$ cat config.mk
export PLATFORM = sky130hd
export DESIGN_NAME = reg_spill_store
export DESIGN_NICKNAME = d
export VERILOG_FILES = /design/src/rtl/spill_pkg.sv /design/src/rtl/reg_spill_store.sv
export SDC_FILE = /design/constraint.sdc
export NUM_CORES = 1
export LEC_CHECK = 0
export CAP_MARGIN = 20
export CORE_UTILIZATION = 59
export CTS_BUF_LIST = sky130_fd_sc_hd__clkbuf_2
export CTS_CLUSTER_SIZE = 40
export DETAILED_ROUTE_END_ITERATION = 8
export DONT_BUFFER_PORTS = 1
export GPL_ROUTABILITY_DRIVEN = 0
export PLACE_DENSITY = 0.75
export REMOVE_ABC_BUFFERS = 1
export SLEW_MARGIN = 10
export SYNTH_ARGS = -nofsm -noshare
export SYNTH_HDL_FRONTEND = slang
export SYNTH_SLANG_ARGS = --single-unit
$ cat constraint.sdc
create_clock -name clk -period 1.8 [get_ports clk]
set_input_delay 0.27 -clock clk [delete_from_list [all_inputs] [get_ports clk]]
set_output_delay 0.27 -clock clk [all_outputs]
set_load 0.05 [all_outputs]
$ cat src/rtl/spill_pkg.sv
// spill_pkg: shared defaults, state encoding and limits for the register spill store engine
package spill_pkg;
    localparam int DEF_DATA_W = 16;
    localparam int DEF_RF_AW  = 4;
    localparam int DEF_DM_AW  = 8;
    localparam int MAX_COUNT  = 16;
    typedef enum logic [1:0] {IDLE, RUN, FLUSH} spill_state_t;
endpackage

$ cat src/rtl/reg_spill_store.sv
// reg_spill_store: streams consecutive register-file entries into consecutive data-memory words; optional constant fill via SPILL_FILL_EN
module reg_spill_store
    import spill_pkg::*;
#(
    parameter int DATA_W = DEF_DATA_W,
    parameter int RF_AW  = DEF_RF_AW,
    parameter int DM_AW  = DEF_DM_AW
) (
    input  logic              clk,
    input  logic              reset_n,
    input  logic              start,
    input  logic [RF_AW-1:0]  src_reg,
    input  logic [DM_AW-1:0]  dst_addr,
    input  logic [RF_AW:0]    count,
`ifdef SPILL_FILL_EN
    input  logic              fill_en,
    input  logic [DATA_W-1:0] fill_data,
`endif
    output logic              busy,
    output logic              done,
    output logic [RF_AW-1:0]  rf_rd_addr,
    input  logic [DATA_W-1:0] rf_rd_data,
    output logic [DM_AW-1:0]  dm_addr,
    output logic [DATA_W-1:0] dm_data,
    output logic              dm_wren
);
    localparam logic [RF_AW:0] CNT_MAX = (RF_AW+1)'(MAX_COUNT);
    spill_state_t state;
    logic [DM_AW-1:0] wr_addr;
    logic [RF_AW:0] remaining;
    logic [RF_AW:0] sat_count;
    logic [DATA_W-1:0] word;
    logic fill_q;
    logic [DATA_W-1:0] fill_d;
    assign sat_count = count > CNT_MAX ? CNT_MAX : count;
    assign word = fill_q ? fill_d : rf_rd_data;
`ifdef SPILL_FILL_EN
    // latch the fill selection and pattern together with the command
    always_ff @(posedge clk) begin
        if (!reset_n) begin
            fill_q <= 1'b0;
            fill_d <= '0;
        end else if (state == IDLE && start) begin
            fill_q <= fill_en;
            fill_d <= fill_data;
        end
    end
`else
    assign fill_q = 1'b0;
    assign fill_d = '0;
`endif
    // command FSM: capture one word per RUN edge, present the last one in FLUSH
    always_ff @(posedge clk) begin
        if (!reset_n) begin
            state      <= IDLE;
            busy       <= 1'b0;
            done       <= 1'b0;
            dm_wren    <= 1'b0;
            dm_addr    <= '0;
            dm_data    <= '0;
            rf_rd_addr <= '0;
            wr_addr    <= '0;
            remaining  <= '0;
        end else begin
            case (state)
                IDLE: begin
                    done <= 1'b0;
                    if (start) begin
                        rf_rd_addr <= src_reg;
                        wr_addr    <= dst_addr;
                        remaining  <= sat_count;
                        busy       <= 1'b1;
                        dm_wren    <= 1'b0;
                        state      <= sat_count == '0 ? FLUSH : RUN;
                    end
                end
                RUN: begin
                    dm_data    <= word;
                    dm_addr    <= wr_addr;
                    dm_wren    <= 1'b1;
                    wr_addr    <= wr_addr + DM_AW'(1);
                    rf_rd_addr <= rf_rd_addr + RF_AW'(1);
                    remaining  <= remaining - (RF_AW+1)'(1);
                    if (remaining == (RF_AW+1)'(1)) state <= FLUSH;
                end
                FLUSH: begin
                    dm_wren <= 1'b0;
                    busy    <= 1'b0;
                    done    <= 1'b1;
                    state   <= IDLE;
                end
                default: state <= IDLE;
            endcase
        end
    end
endmodule

Word level (Yosys, flattened, before mapping) --
Cells that the tools add are included. W data, S select, Z words.
Word-level totals: bits in registers 46, latch bits 0, memory bits (writable) 0, ROM bits 0, output and inout port bits 31, logic and storage cells 43, memories 0
Operators by class: add/sub/neg operators 3, $mul 0, div/mod/pow operators 0, $lt $le $gt $ge 1, equal/unequal tests 5, shift-type cells 0, muxes and demuxes 16, bitwise gates (word level) 0, reduce and logical (&&, ||, !) cells 9
Operator list (number):
- $pmux W8 S2 | 1
- $mux W5 | 2
- $pmux W5 S2 | 1
- $add A8 B1 Y8 const B | 1
- $mux W8 | 1
- $pmux W4 S2 | 1
- $reduce_and A2 Y1 | 4
- $mux W2 | 3
- $eq A5 B1 Y1 const B | 1
- $gt A5 B5 Y1 const B | 1
- $logic_not A5 Y1 | 1
- $sub A5 B1 Y5 const B | 1
- $add A4 B1 Y4 const B | 1
- $mux W4 | 1
- $ne A2 B2 Y1 const B | 2
- $pmux W1 S2 | 2
- $pmux W2 S2 | 1
- $reduce_bool A2 Y1 | 2
- $pmux W1 S3 | 1
- $reduce_bool A3 Y1 | 1
- $eq A2 B1 Y1 const B | 1
- $eq A2 B2 Y1 const B | 1
- $logic_not A2 Y1 | 1
- $mux W1 | 2

Depth between registers and ports, before layout --
depth after elaboration 6, gate-level depth with buffers 6, gate-level depth less buffers 5

Worst setup path before layout --
Ideal clock, no wire load.
kind reg-to-reg, start point register rf_rd_addr[2], end point register rf_rd_addr[3], setup time 0.074 ns, data arrival time 1.283 ns, slack 0.443 ns, stages on the path, launching flop included 4, buffers on the path 0, period minus slack after synthesis 1.357 ns, cells stage by stage dfxtp_1 > nand3_1 > or3_1 > a31oi_1
On the way: cells in the longest elaborated chain, start to end 2
RTL lines:
- from (decl) | RTL line reg_spill_store.sv:21 | output logic [RF_AW-1:0] rf_rd_addr,
- from (signal assigned) | RTL line reg_spill_store.sv:69 | rf_rd_addr <= src_reg;
- from (signal assigned) | RTL line reg_spill_store.sv:82 | rf_rd_addr <= rf_rd_addr + RF_AW'(1);
- $add A4 B1 Y4 | RTL line reg_spill_store.sv:82
- $pmux W4 S2 | RTL line reg_spill_store.sv:65 | case (state)
Every way passes these cells. A chain may end at the register's enable or synchronous reset.

Worst setup path after layout --
start point register state[0], end point register rf_rd_addr[3]
On the way: cells in the longest elaborated chain, start to end 3, elaborated cells between the ends (all ways) 6, those cells by class 2 x eq/ne; 1 x mux; 3 x reduce/logical
RTL lines:
- from (decl) | RTL line reg_spill_store.sv:28 | spill_state_t state;
- from (signal assigned) | RTL line reg_spill_store.sv:74 | state <= sat_count == '0 ? FLUSH : RUN;
- $eq A2 B1 Y1 / $logic_not A2 Y1 (equally long branches) | RTL line reg_spill_store.sv:65
- $reduce_bool A2 Y1 (no source line) / $ne A2 B2 Y1 (equally long branches)
- $reduce_and A2 Y1 (no source line)
Parallel ways exist; a longest one is shown, timed or not.

==> metrics.cfg <==
[yosys]
syn_inst=266
yosys.area_share.adder_pct=2.35
ys_ff_latch=46
synth_warnings=0
avgSynthCellArea_sq_um=8.02
synth-xor-area-share_pct=0
ys_seq_area_share_pct=43.2
synth.area.mux_share_pct=0
ys_types=41
synth_area_sq_um=2130
synth_top_family_by_area=simple AND/OR/NAND/NOR gates
synthSimpleGateAreaFrac_pct=26.9
synth-compound-area-share_pct=21.9

[pwr]
ir_drop_mv=0.539
power_density_nw_per_um2=879
p_leak_nw=0.888

[critical_path]
arrival_ns=1.95
path_buf_inv=1
path_class=reg -> reg
max_stage_delay_ns=0.48
cp.required_ns=2.18
critPathCaptureType=flop
critPathMaxFanout=12
crit_path_top_delay_cell=dfxtp_1
crit_chain=nand2b_1 > buf_4 > or3_1 > a31oi_1
critical_path.startpoint_type=flop
critPathTopFamily=simple AND/OR/NAND/NOR gates

[die]
start_util_pct=62.9
core_region_area_sq_um=3390
dieArea_sq_um=3860
rows=21
fp.dieW_um=62.1
fp.dieH_um=62.1
num_io_pins=67

[clock_network]
tritoncts=done
clk_latency_ns=0.42
post-cts-setup-buffers=0
clock-sinks=46
ctsResizeCount=0
cts_root_buf=clkbuf_2
path_clk_slew_ns=0.24
postCtsHoldBufs=23
htree_num_levels=2
cts_buffer_depth=2
cts_buffers=5

[detailed_routing]
wl_um=4760
antenna_left=0
vias=1948
drc=0
wl_per_cell_um=13.9
drtIter0Drc=130
first_pass_iters=4
avgViaCountPerCell=5.70

[run]
cap_violations=0

[sta]
worst_slew_pin_slew_ns=0.582
rsz0062_at_grt=false
fin_crit_sh_pct=87.5
fin_worst_skew_ns=0.0177
setup_viol=0
fin_tns_setup_ns=0
relSlewSlack_pct=61.2
max_freq_ghz=0.635
hold_violations=0
drv_slew=0
finalCriticalPeriod_ns=1.57

[global_route]
grt_pass1_vias=1821
grt_max_degree=23
grt-ovfl-total=0
antenna_found_initial=0
grt_use_total_pct=26.3
grt_pass1_wl_um=8040

[finish]
num-fill-cells=264
insertedDiodeCount=0
drive_gt1_share_pct=10.1
instances_no_fill=342
layout_commonest_cell=nand2_1
design_area_sq_um=2520
syn_to_final_growth_pct=18.1
final_nets=335
layout_common_cells=nand2_1 (61), dfxtp_1 (46), a21oi_1 (36)

[place]
dp_hpwl_um=3230
post_dp_cell_area_sq_um=2240
dp.cells=311
io_buffer_count=0

[outcome]
outcome=complete, no violations

[hold_path]
hold_class=in -> reg

[layout make-up]
cell class / count / area, sq um / area share (%)
multi-input cells: 194 / 1090 / 43.4
well taps: 46 / 57.6 / 2.29
clock buffers: 5 / 25.0 / 0.994
repair buffers: 40 / 370 / 14.7
flip-flops and latches: 46 / 921 / 36.6
clock inverters: 3 / 21.3 / 0.845
inverters: 8 / 30.0 / 1.19
[metrics by stage]
stage               total power, W  hold WS [ns]  setup WS (ns)  util, %
detailed placement         0.00177         0.392          0.208     66.1
finish                     0.00221        0.0259          0.225     74.3
global route               0.00233       0.00789          0.112     74.3
CTS                        0.00223       0.00795          0.189     74.3
floorplan                  0.00161         0.384         -0.503        -
global placement           0.00176         0.388          0.261     66.1
[cells in the mapped netlist, drive strengths merged]
library cell	instances	share of area (%)
a31oi	7	2.1
or4b	1	0.47
or4	3	1.1
nor3b	7	2.5
nor2	6	1.1
nor2b	4	1.2
a211oi	5	1.8
nor4	1	0.29
o31ai	1	0.35
nand2b	6	1.8
o31a	1	0.41
nor3	3	0.70
o21a	3	1.1
nor4b	1	0.41
o211ai	6	2.1
nor4bb	2	0.94
and4bb	1	0.59
nand3b	4	1.4
inv	8	1.4
nand4	1	0.29
nand4b	1	0.41
buf	11	3.0
dfxtp	46	43
nand3	6	1.4
o21ba	1	0.47
o21ai	9	2.1
o22ai	1	0.29
a21oi	36	8.5
a311oi	3	1.2
nand2	61	11
a221oi	1	0.41
ha	4	2.3
o221ai	2	0.82
or3	3	0.88
o2111ai	1	0.41
and4	1	0.41
clkbuf	7	1.2
or3b	1	0.41
[per-layer routing]
layer	global-route usage [%]	wire [um]
met3	7.72	237
met4	11.3	86
met5	0	0
met1	32.6	2250
met2	42.4	2190
[worst register-to-register path: stages, from the launching register on]
cell and delay (ns):
dfxtp_1 0.48, nand2b_1 0.30, buf_4 0.27, or3_1 0.34, a31oi_1 0.16
[where the power goes]
| group | leakage [nW] | switching (W) | total, W | internal [W] |
|---|---|---|---|---|
| registers | 0.377 | 0.000226 | 0.00133 | 0.00110 |
| clock network | 0.0289 | 0.000332 | 0.000428 | 0.0000955 |
| logic | 0.482 | 0.000246 | 0.000456 | 0.000210 |
| total | 0.888 | 0.000804 | 0.00221 | 0.00141 |
[cells by family (layout without fill, tap and decap cells)]
kind of cell,count (synthesis),after routing
compound gates,77,77
fa+ha+maj,4,4
buf+inv,26,56
flops,46,46
simple gates,113,113
[registers in the layout (all words and copies together), names as in the netlist]
name        count
rf_rd_addr      4
state           2
remaining       5
busy            1
dm_addr         8
wr_addr         8
dm_wren         1
dm_data        16
done            1
[path summary, 6_finish.rpt]
kind | cells after the start | endpoint | slack [ns] | startpoint
max | 4 | rf_rd_addr[3] | 0.23 | state[0]
min | 2 | wr_addr[7] | 0.03 | reset_n
max reg2reg | 4 | rf_rd_addr[3] | 0.23 | state[0]
min reg2reg | 2 | dm_addr[6] | 0.53 | wr_addr[6]
No activity file was read; power rests on OpenSTA's default activity.
==> variant, RTL diff (config.mk and constraints unchanged) <==
Re-encode `spill_state_t` (3 states) as one-hot, 3 bits wide.
--- a/src/rtl/spill_pkg.sv
+++ b/src/rtl/spill_pkg.sv
@@ -6,3 +6,3 @@
     localparam int MAX_COUNT  = 16;
-    typedef enum logic [1:0] {IDLE, RUN, FLUSH} spill_state_t;
+    typedef enum logic [2:0] {IDLE = 3'b001, RUN = 3'b010, FLUSH = 3'b100} spill_state_t;
 endpackage
Function: same outputs for any inputs over 10 cycles, from zero or initial values and one cycle with reset_n low; not proved beyond that.
==> variant against the original RTL <==
Critical path depth up 1; critical endpoint is now wr_addr[1]$_SDFFE_PN0P_; total power fell by 12%; setup slack lost 0.013 ns; utilization is 2.3 points lower; final area shrank 3.8%; largest cell class unchanged; sequential cell count grew 1; synthesized area decreased by 2.0%; wire length grew 3.1%.
==> variant: results (changes against the original RTL) <==
GRT Total Usage 0.273 (+0.0107); biggest regs dm_data x16, dm_addr x8, wr_addr x8; Pins Over Slew Limit 0 (unchanged); hold wc startpoint count[1]; Pleak 0.846 nW (-4.7%); post-CTS setup buffer count 0 (unchanged); met2 usage 0.425 (+0.00105); layout cell share with drive strength beyond 1 0.100 (-0.00135); CP arrival 1.95 ns (about the same); HP Class input pin to register; Cells on Worst Hold Path 2 (unchanged); Clock Tree Root clkbuf_2; status completed; CTS H-Tree Depth 2 (unchanged); top cells by count, synth nand2_1 (64), dfxtp_1 (47), a21oi_1 (38), nor2_1 (14), o21ai_0 (13); Avg Vias per Cell 5.85 (+2.7%); CTS max path bufs 2 (unchanged); Hold Path End remaining[1]$_SDFFE_PN0P_; synth unique cells 38 (-7.3%); first-pass GRT wire length 7550 um (-6.1%); reg-to-reg endpoint wr_addr[1]$_SDFFE_PN0P_; WL/cell 14.6 um (+4.9%); Reg2Reg Depth 5 (+1); Ant. Diodes 0 (unchanged); VDD IR max 0.613 mV (+14%); Worst slew margin 0.581 (-0.0306); Area contributors post-synth dfxtp_1 (45%), nand2_1 (11%), a21oi_1 (9.1%); synth warn 0 (unchanged); Compound-Gate Fraction of Synth Area 0.237 (+0.0176); Num CTS Buffers 5 (unchanged); register clock-pin slew on the reported worst setup and hold paths 0.24 ns (about the same); Synth Area in XOR/XNOR 0.00419 (+0.00419); hold violation total from the final report 0 (unchanged); vias in the first global route 1695 (-6.9%); Crit Path Max Fanout 7 (-5); Post-DP HPWL 3190 um (-1.2%); ys async rst share 0 (unchanged); grt met3 use 0.0819 (+0.00473); Placed Area 2180 sq um (-3.0%); Nets 329 (-1.8%); met1 Use GR 0.348 (+0.0225); post-synthesis mux area share 0.00539 (+0.00539); port buffer count 0 (unchanged); antenna violations before repair 0 (unchanged); Pre-antenna DRT Iters 4 (unchanged); Synth Area in Adders 0.0240 (+0.000478); r2r startpoint state[0]$_SDFFE_PN1P_; Worst-Skew Late Latency 0.43 ns; sequential cell area fraction in the yosys report 0.450 (+0.0184); worst reg2reg setup slack between 0.2 and 0.25 ns; DRT iter0 DRCs 118 (-9.2%); Fin Clk Skew 0.0128 ns (-0.00490 ns); largest net degree at the start of global routing 38 (+65%)
-- variant: final cells by class --
type                    count  area [sq um]
multi-input cells         194          1050
flip-flops and latches     47           942
well taps                  46          57.6
inverters                   7          26.3
clock buffers               5          25.0
clock inverters             3          20.0
fillers                   280           941
repair buffers             34           305
-- variant: kinds of logic (layout without fill, tap and decap cells) --
logic type	after synthesis	count (layout)
AND/OR/NAND/NOR	105	105
AO/OA/AOI/OAI	83	83
flip-flops	47	47
buffers and inverters	23	49
adder cells (fa/ha/maj)	4	4
XOR/XNOR	1	1
multiplexers	1	1
-- variant: layer usage --
| metal | vias up | part of all wire |
|---|---|---|
| li1 | 976 | - |
| met1 | 915 | 0.42 |
| met2 | 62 | 0.48 |
| met3 | 13 | 0.075 |
| met4 | 0 | 0.023 |
| met5 | - | 0 |
-- variant: where the power goes --
group / total (mW) / internal, mW / switching, mW
Sequential: 1.18 / 1.10 / 0.0898
Clock: 0.440 / 0.0917 / 0.348
Combinational: 0.325 / 0.140 / 0.185
Total: 1.95 / 1.33 / 0.623
-- variant: what timing repair did --
item                       in CTS  in global routing
hold buffers                   20                  0
hold endpoints to repair       27                  0
setup endpoints to repair       0                  1
resized for setup               0                  1
-- variant: worst max-delay path by stage --
stage	startpoint	end	slack [ns]	cells past startpoint
CTS	state[1]$_SDFFE_PN0P_	remaining[2]$_SDFFE_PN0P_	0.16	5
global route	state[0]$_SDFFE_PN1P_	rf_rd_addr[0]$_SDFFE_PN0P_	0.07	5
global placement	state[1]$_SDFFE_PN0P_	remaining[2]$_SDFFE_PN0P_	0.28	5
detailed placement	state[1]$_SDFFE_PN0P_	wr_addr[1]$_SDFFE_PN0P_	0.22	6
finish	state[0]$_SDFFE_PN1P_	wr_addr[1]$_SDFFE_PN0P_	0.21	5
floorplan	state[1]$_SDFFE_PN0P_	remaining[4]$_SDFFE_PN0P_	-0.40	4
-- variant: per-stage QoR --
| stage | TNS, ns | hold slack (ns) | instances | util | setup WS (ns) |
|---|---|---|---|---|---|
| after global routing | 0 | 0.0145 | 336 | 0.720 | 0.0715 |
| final | 0 | 0.0200 | 336 | 0.720 | 0.212 |
| after floorplan | -6.41 | 0.382 | 248 | - | -0.399 |
| after detailed placement | 0 | 0.392 | 308 | 0.647 | 0.217 |
| after CTS | 0 | 0.0170 | 336 | 0.720 | 0.155 |
| after global placement | 0 | 0.391 | 308 | 0.647 | 0.279 |
-- variant: worst max-delay path: stages (launching register included) --
cell,delay [ns]
dfxtp_1,0.51
nand3b_1,0.23
a21oi_2,0.32
buf_4,0.19
nor2_1,0.04
a311oi_1,0.24
